## src/rtl/viterbi_pkg.sv

```systemverilog
// rtl/viterbi_pkg.sv - shared Viterbi K=5 constants, types and trellis helpers
package viterbi_pkg;

  localparam int K          = 5;
  localparam int STATE_W    = K - 1;
  localparam int NUM_STATES = 1 << STATE_W;
  localparam int SRAM_AW    = 11;
  localparam int SRAM_DW    = 24;

  typedef logic [STATE_W-1:0] state_t;

  typedef enum logic [1:0] {
    ST_IDLE  = 2'd0,
    ST_FILL  = 2'd1,
    ST_TB    = 2'd2,
    ST_DRAIN = 2'd3
  } tb_fsm_t;

  // Predecessor of state s given its survivor decision d: the oldest input
  // falls out of the LSB side going forward, so stepping back shifts it in.
  function automatic state_t tb_pred(input state_t s, input logic d);
    return {s[STATE_W-2:0], d};
  endfunction

endpackage

```

## src/rtl/viterbi_traceback.sv

```systemverilog
// rtl/viterbi_traceback.sv - survivor SRAM writer and backward traceback engine
module viterbi_traceback
  import viterbi_pkg::*;
#(
  parameter int MAX_STEPS = 2048
) (
  input  logic               clk_i,
  input  logic               rst_i,
  input  logic               acs_valid_i,
  output logic               acs_ready_o,
  input  logic [15:0]        acs_dec_i,
  input  logic               acs_last_i,
  input  logic [3:0]         acs_start_i,
  output logic               sram_wr_en_o,
  output logic               sram_rd_en_o,
  output logic [SRAM_AW-1:0] sram_addr_o,
  output logic [SRAM_DW-1:0] sram_wdata_o,
  input  logic [SRAM_DW-1:0] sram_rdata_i,
  output logic               dec_valid_o,
  output logic               dec_bit_o,
  output logic [SRAM_AW-1:0] dec_idx_o,
  output logic               frame_done_o,
  output logic               ovf_o
);

  tb_fsm_t            state_q, state_d;
  logic [SRAM_AW-1:0] wr_ptr_q, wr_ptr_d;
  logic [SRAM_AW-1:0] rd_ptr_q, rd_ptr_d;
  logic [SRAM_AW-1:0] raddr_q;
  logic               rvalid_q;
  state_t             trace_s_q, trace_s_d;

  logic               ready_d, wr_en_d, rd_en_d, dec_valid_d, dec_bit_d;
  logic               frame_done_d, ovf_d;
  logic [SRAM_AW-1:0] addr_d, dec_idx_d;
  logic [SRAM_DW-1:0] wdata_d;

  logic accept, at_end, last_eff, surv_d;

  assign accept   = acs_valid_i & acs_ready_o;
  assign at_end   = (wr_ptr_q == SRAM_AW'(MAX_STEPS - 1));
  // A full SRAM closes the frame even without a last marker.
  assign last_eff = acs_last_i | at_end;
  // Decision bit of the current traceback state in the returned word.
  assign surv_d   = sram_rdata_i[{1'b0, trace_s_q}];

  // FSM state register
  always_ff @(posedge clk_i or posedge rst_i) begin
    if (rst_i) state_q <= ST_IDLE;
    else       state_q <= state_d;
  end

  // FSM next-state logic
  always_comb begin
    state_d = state_q;
    case (state_q)
      ST_IDLE:  if (accept) state_d = last_eff ? ST_TB : ST_FILL;
      ST_FILL:  if (accept && last_eff) state_d = ST_TB;
      ST_TB:    if (rd_ptr_q == '0) state_d = ST_DRAIN;
      ST_DRAIN: if (frame_done_o) state_d = ST_IDLE;
      default:  state_d = ST_IDLE;
    endcase
  end

  // FSM outputs and datapath next-state: write path, read issue, word processing
  always_comb begin
    ready_d      = (state_d == ST_IDLE) || (state_d == ST_FILL);
    wr_en_d      = 1'b0;
    rd_en_d      = 1'b0;
    addr_d       = sram_addr_o;
    wdata_d      = sram_wdata_o;
    wr_ptr_d     = wr_ptr_q;
    rd_ptr_d     = rd_ptr_q;
    trace_s_d    = trace_s_q;
    dec_valid_d  = 1'b0;
    dec_bit_d    = dec_bit_o;
    dec_idx_d    = dec_idx_o;
    frame_done_d = 1'b0;
    ovf_d        = ovf_o | (accept & at_end & ~acs_last_i);

    if (accept) begin
      wr_en_d = 1'b1;
      addr_d  = wr_ptr_q;
      wdata_d = {8'h00, acs_dec_i};
      if (last_eff) begin
        wr_ptr_d  = '0;
        rd_ptr_d  = wr_ptr_q;
        trace_s_d = acs_last_i ? state_t'(acs_start_i) : '0;
      end else begin
        wr_ptr_d = wr_ptr_q + SRAM_AW'(1);
      end
    end

    if (state_q == ST_TB) begin
      rd_en_d  = 1'b1;
      addr_d   = rd_ptr_q;
      rd_ptr_d = rd_ptr_q - SRAM_AW'(1);
    end

    if (rvalid_q) begin
      dec_valid_d  = 1'b1;
      dec_bit_d    = trace_s_q[STATE_W-1];
      dec_idx_d    = raddr_q;
      trace_s_d    = tb_pred(trace_s_q, surv_d);
      frame_done_d = (raddr_q == '0);
    end
  end

  // Registered outputs and datapath state
  always_ff @(posedge clk_i or posedge rst_i) begin
    if (rst_i) begin
      acs_ready_o  <= 1'b0;
      sram_wr_en_o <= 1'b0;
      sram_rd_en_o <= 1'b0;
      sram_addr_o  <= '0;
      sram_wdata_o <= '0;
      dec_valid_o  <= 1'b0;
      dec_bit_o    <= 1'b0;
      dec_idx_o    <= '0;
      frame_done_o <= 1'b0;
      ovf_o        <= 1'b0;
      wr_ptr_q     <= '0;
      rd_ptr_q     <= '0;
      trace_s_q    <= '0;
      rvalid_q     <= 1'b0;
      raddr_q      <= '0;
    end else begin
      acs_ready_o  <= ready_d;
      sram_wr_en_o <= wr_en_d;
      sram_rd_en_o <= rd_en_d;
      sram_addr_o  <= addr_d;
      sram_wdata_o <= wdata_d;
      dec_valid_o  <= dec_valid_d;
      dec_bit_o    <= dec_bit_d;
      dec_idx_o    <= dec_idx_d;
      frame_done_o <= frame_done_d;
      ovf_o        <= ovf_d;
      wr_ptr_q     <= wr_ptr_d;
      rd_ptr_q     <= rd_ptr_d;
      trace_s_q    <= trace_s_d;
      rvalid_q     <= sram_rd_en_o;
      raddr_q      <= sram_rd_en_o ? sram_addr_o : raddr_q;
    end
  end

endmodule

```

## config.mk

```make
export PLATFORM = sky130hd
export DESIGN_NAME = viterbi_traceback
export DESIGN_NICKNAME = d
export VERILOG_FILES = /design/src/rtl/viterbi_pkg.sv /design/src/rtl/viterbi_traceback.sv
export SDC_FILE = /design/constraint.sdc
export NUM_CORES = 1
export LEC_CHECK = 0
export ABC_AREA = 1
export CAP_MARGIN = 20
export CORE_ASPECT_RATIO = 1.75
export CORE_MARGIN = 10
export CORE_UTILIZATION = 40
export CTS_CLUSTER_DIAMETER = 60
export DETAILED_ROUTE_END_ITERATION = 10
export PLACE_DENSITY = 0.78
export SYNTH_ARGS = -nofsm -noshare
export SYNTH_HDL_FRONTEND = slang
export SYNTH_SLANG_ARGS = --single-unit
```

## constraint.sdc

```tcl
create_clock -name clk_i -period 3.5 [get_ports clk_i]
set_input_delay 0.35 -clock clk_i [delete_from_list [all_inputs] [get_ports clk_i]]
set_output_delay 0.35 -clock clk_i [all_outputs]
set_load 0.02 [all_outputs]
```

Word level (Yosys, flattened, before mapping) --
Cells that the tools add are included.
Word-level totals: register bits after elaboration 85, bits of input ports 48, output and inout port bits 53, logic and storage cells 64
Cells by class: $add $sub $neg 2, order comparisons 1, equal/unequal tests 5, mux-type cells 22, bitwise logic cells 6, reductions and logical operators 12
Operator list (number):
- $mux W11 | 6
- $logic_not A11 Y1 | 2
- $mux W4 | 4
- $add A11 B1 Y11 const B | 1
- $eq A11 B11 Y1 const B | 1
- $sub A11 B1 Y11 const B | 1
- $mux W2 | 5
- $pmux W2 S4 | 1
- $reduce_bool A2 Y1 | 4
- $lt A4 B6 Y1 const B | 1
- $mux W1 | 5
- $bmux W1 S4 | 1
- $eq A2 B1 Y1 const B | 2
- $eq A2 B2 Y1 const B | 2
- $logic_not A2 Y1 | 2
- $reduce_and A2 Y1 | 2
- $and A1 B1 Y1 | 3
- $or A1 B1 Y1 | 2
- $logic_and A1 B1 Y1 | 1
- $logic_or A1 B1 Y1 | 1
- $not A1 Y1 | 1

Logic depth before layout (Yosys ltp) --
word-level depth 7, mapped depth 10, gate-level depth less buffers 9

Least setup slack after synthesis --
OpenSTA, ideal clock, no wires.
path type register -> register, start register wr_ptr_q[1], end register rd_ptr_q[0], arrival time 1259 ps, path slack 2112 ps, stages on the path, launching flop included 10, buffers on the path 1, cell sequence dfrtp_1 > ha_1 > inv_1 > nor2_2 > nand3_2 > nand2_2 > nand2_4 > nand2_4 > buf_6 > o21ai_0
Between the ends: cells in the longest elaborated chain, start to end 4
RTL lines:
- from (decl) | line viterbi_traceback.sv:27 | logic [SRAM_AW-1:0] wr_ptr_q, wr_ptr_d;
- from (signal assigned) | line viterbi_traceback.sv:138 | wr_ptr_q <= wr_ptr_d;
- $eq A11 B11 Y1 | line viterbi_traceback.sv:41 | assign at_end = (wr_ptr_q == SRAM_AW'(MAX_STEPS - 1));
- $or A1 B1 Y1 | line viterbi_traceback.sv:43 | assign last_eff = acs_last_i | at_end;
- $reduce_bool A2 Y1 (no line)
- $reduce_and A2 Y1 (no line)
- to (signal assigned) | line viterbi_traceback.sv:139 | rd_ptr_q <= rd_ptr_d;
- to (decl) | line viterbi_traceback.sv:28 | logic [SRAM_AW-1:0] rd_ptr_q, rd_ptr_d;
Every way passes these cells. A chain may end at the register's enable or synchronous reset.

Worst setup path after layout --
start register sram_rd_en_o, end output port sram_rd_en_o
RTL lines:
- from (decl) | line viterbi_traceback.sv:15 | output logic sram_rd_en_o,
- from (signal assigned) | line viterbi_traceback.sv:130 | sram_rd_en_o <= rd_en_d;
No word-level cell between the ends.

==> reports/results.tsv <==
stage	metric	value	unit
status	status	finished clean	
sta	Final Slew Violations	0	
worst_setup_path	crit-path max cell delay	720	ps
route	DR WL/cell	14.48	um
cells_and_area	multi-input combinational cell area	1560	um2
logic_synthesis	synthesized cell area	4025	um2
place	placed instance area	4949	um2
logic_synthesis	area leader, netlist	dfrtp_1	
global_routing	antenna violations before repair	0	
clock_tree	clock tree buffer depth	2	
global_routing	met2 Usage GRT	27.06	%
route	1st-pass router iterations	5	
logic_synthesis	cell with the most instances after synthesis	nand2_1	
floorplan	die height	152.7	um
logic_synthesis	Syn Inst Count	505	
worst_setup_path	internal reg-to-reg setup slack	1700	ps
global_routing	grt met3 use	3.108	%
logic_synthesis	Yosys top cell area share	52.84	%
min_path	HP Class	input port to asynchronous set/reset pin	
global_routing	largest net degree at the start of global routing	35	
worst_setup_path	Worst EP required	3150	ps
cells_and_area	Layout area overhead	29.56	%
cells_and_area	fillers	923	
worst_setup_path	R2R Path Start	acs_ready_o$_DFF_PP0_	
floorplan	Die Area	14630	um2
clock_tree	post-cts sizing count	0	
clock_tree	Sink Count	85	
global_routing	GRT overflow	0	
global_routing	met1 Resource Use GR	15.29	%
sta	Worst Skew	4.496	ps
clock_tree	CTS tree	yes	
sta	Final period util	60.77	%
worst_setup_path	CP max stage cell	dfrtp_1	
place	placed cell count	704	
sta	RSZ-0062 raised after global routing	false	
sta	hold slack	379.2	ps
floorplan	Die Span X	95.83	um
worst_setup_path	Crit Path Max Fanout	23	
worst_setup_path	end of the worst register-to-register path	rd_ptr_q[5]$_DFFE_PP0P_	
logic_synthesis	register area share after synthesis	52.84	%
cells_and_area	Reg area	2127	um2
sta	Hold Vio Cnt, Final	0	
route	drt drc	0	
worst_setup_path	ordered list of cells on the worst path	clkdlybuf4s50_1	
logic_synthesis	ys async rst share	100.0	%
power_and_ir_drop	worst ir drop on vdd	0.4472	mV
sta	Max-slew headroom	55.07	%
worst_setup_path	Buf/Inv on CP	1	
cells_and_area	Non-Filler Instances	719	
route	1st-iter DRT viols	275	
sta	Worst Tran Pin Value	669.8	ps
global_routing	number of global-route vias before repair	3747	
route	final wirelength	10410	um
logic_synthesis	Post-synth top cells	176 x nand2_1, 85 x dfrtp_1, 57 x inv_1, 49 x o21ai_0, 36 x nor2_1	
worst_setup_path	arrival time at the worst endpoint	1780	ps
clock_tree	H-tree levels	3	
place	Port Buffers	84	
sta	Tmin final	2127	ps
global_routing	first-pass GRT wire length	17360	um
cells_and_area	n_diodes	0	
place	DP HPWL	7927	um
logic_synthesis	yosys warns	0	
clock_tree	CTS Buf Count	9	
sta	final setup vio count	0	
logic_synthesis	Mean Syn Cell Area	7.971	um2
route	Via density	4.954	
global_routing	gr usage total	14.70	%
sta	final setup margin	1373	ps
sta	max frequency	470.1	MHz
cells_and_area	share of cells above drive strength 1	5.724	%
cells_and_area	Nets	640	
logic_synthesis	ys flop type	dfrtp_1	
clock_tree	hold_buf cts	0	
logic_synthesis	#FFs+latches synth	85	
place	GP Congestion	0.9209	
worst_setup_path	Crit path max-delay family	flip-flops	
power_and_ir_drop	leak pwr	2.494	nW
worst_setup_path	Startpoint Class	register	
sta	setup tns final	0	ps
logic_synthesis	top cells by area, synth	dfrtp_1 53%, nand2_1 16%, o21ai_0 6.1%, inv_1 5.3%, nand3_1 3.6%	
power_and_ir_drop	pwr dens	874.7	nW/um2
job	max_cap viols	0	
clock_tree	CTS clock-pin slew for the worst setup and hold paths	60	ps
floorplan	area of the core	9849	um2
cells_and_area	Layout Utilization	52.95	%
floorplan	FP Rows	48	
floorplan	# IOs	101	
logic_synthesis	Distinct cells, synth	32	
clock_tree	Setup Fix Bufs, Post-CTS	0	
power_and_ir_drop	Final Power	4.561	mW
worst_setup_path	CP Capture Type	primary output	
worst_setup_path	FF-to-FF path depth	8	
floorplan	Starting Density	40.87	%
logic_synthesis	EDFF count, synth	0	
place	worst slack, placed	1269	ps
clock_tree	root buf cell	clkbuf_16	
worst_setup_path	crit path kind	register to primary output	
route	vias	3562	
clock_tree	clock latency on the worst-skew pair	330	ps
cells_and_area	final instance area	5215	um2
route	Final ANT Viol Nets	0	
global_routing	grt peak-use layer	met2	
==> metal layers <==
metal  part of all wire [%]  vias to the layer above
met3                    5.3                       19
met4                    2.2                        0
li1                       -                     1741
met1                     36                     1694
met2                     57                      108
met5                      0                        -
==> kinds of logic after synthesis <==
group,Yosys count,share of synthesized area [%]
DFF,85,52.84
muxes,1,0.2797
AOI/OAI and AO/OA,65,8.859
and+or+nand+nor,265,27.60
buffers and inverters,83,9.046
xor gates and xnor gates,3,0.6529
other,1,0.09317
adders and majority gates,2,0.6216
==> sequential cells by signal, indices dropped and copies added, names as in the netlist <==
name          count
sram_wr_en_o      1
ovf_o             1
state_q           2
raddr_q          11
wr_ptr_q         11
dec_bit_o         1
acs_ready_o       1
sram_wdata_o     16
dec_valid_o       1
frame_done_o      1
dec_idx_o        11
rd_ptr_q         11
trace_s_q         4
sram_addr_o      11
sram_rd_en_o      1
rvalid_q          1
==> how the worst max path moves through the flow <==
stage,startpoint,to,depth (start not counted)
6_report,sram_rd_en_o$_DFF_PP0_,sram_rd_en_o,1
5_1_grt,sram_rd_en_o$_DFF_PP0_,sram_rd_en_o,1
4_1_cts,sram_rd_en_o$_DFF_PP0_,sram_rd_en_o,1
3_5_place_dp,acs_valid_i,rd_ptr_q[5]$_DFFE_PP0P_,9
3_3_place_gp,acs_valid_i,rd_ptr_q[5]$_DFFE_PP0P_,9
2_1_floorplan,rst_i,acs_ready_o$_DFF_PP0_,1
==> cell type report <==
cell class	instances	area share, %
clock inverters	5	0.7198
inverters	62	4.487
clock buffers	10	4.391
multi-input cells	344	29.92
well taps	125	2.999
flip-flops and latches	85	40.79
repair buffers	88	16.70
==> placed cells by master, fill, tap and decap left out, drive strengths merged, types with 2 or more instances in the layout <==
cell / count
clkbuf: 10
inv: 60
a21oi: 5
xor2: 2
o21ai: 49
o21bai: 2
clkinv: 5
clkinvlp: 2
nand3: 30
dfrtp: 85
clkdlybuf4s50: 84
nand2: 181
nor2: 40
nand4: 7
conb: 8
o22ai: 2
nor3: 7
ha: 2
o211ai: 5
buf: 4
==> report_power, final <==
group	internal [mW]	switching, mW	total [mW]
sequential	1.37	0.302	1.67
clock	0.479	0.375	0.854
combinational	0.799	1.24	2.04
total	2.65	1.91	4.56
Power figures use the tool's default switching activity.
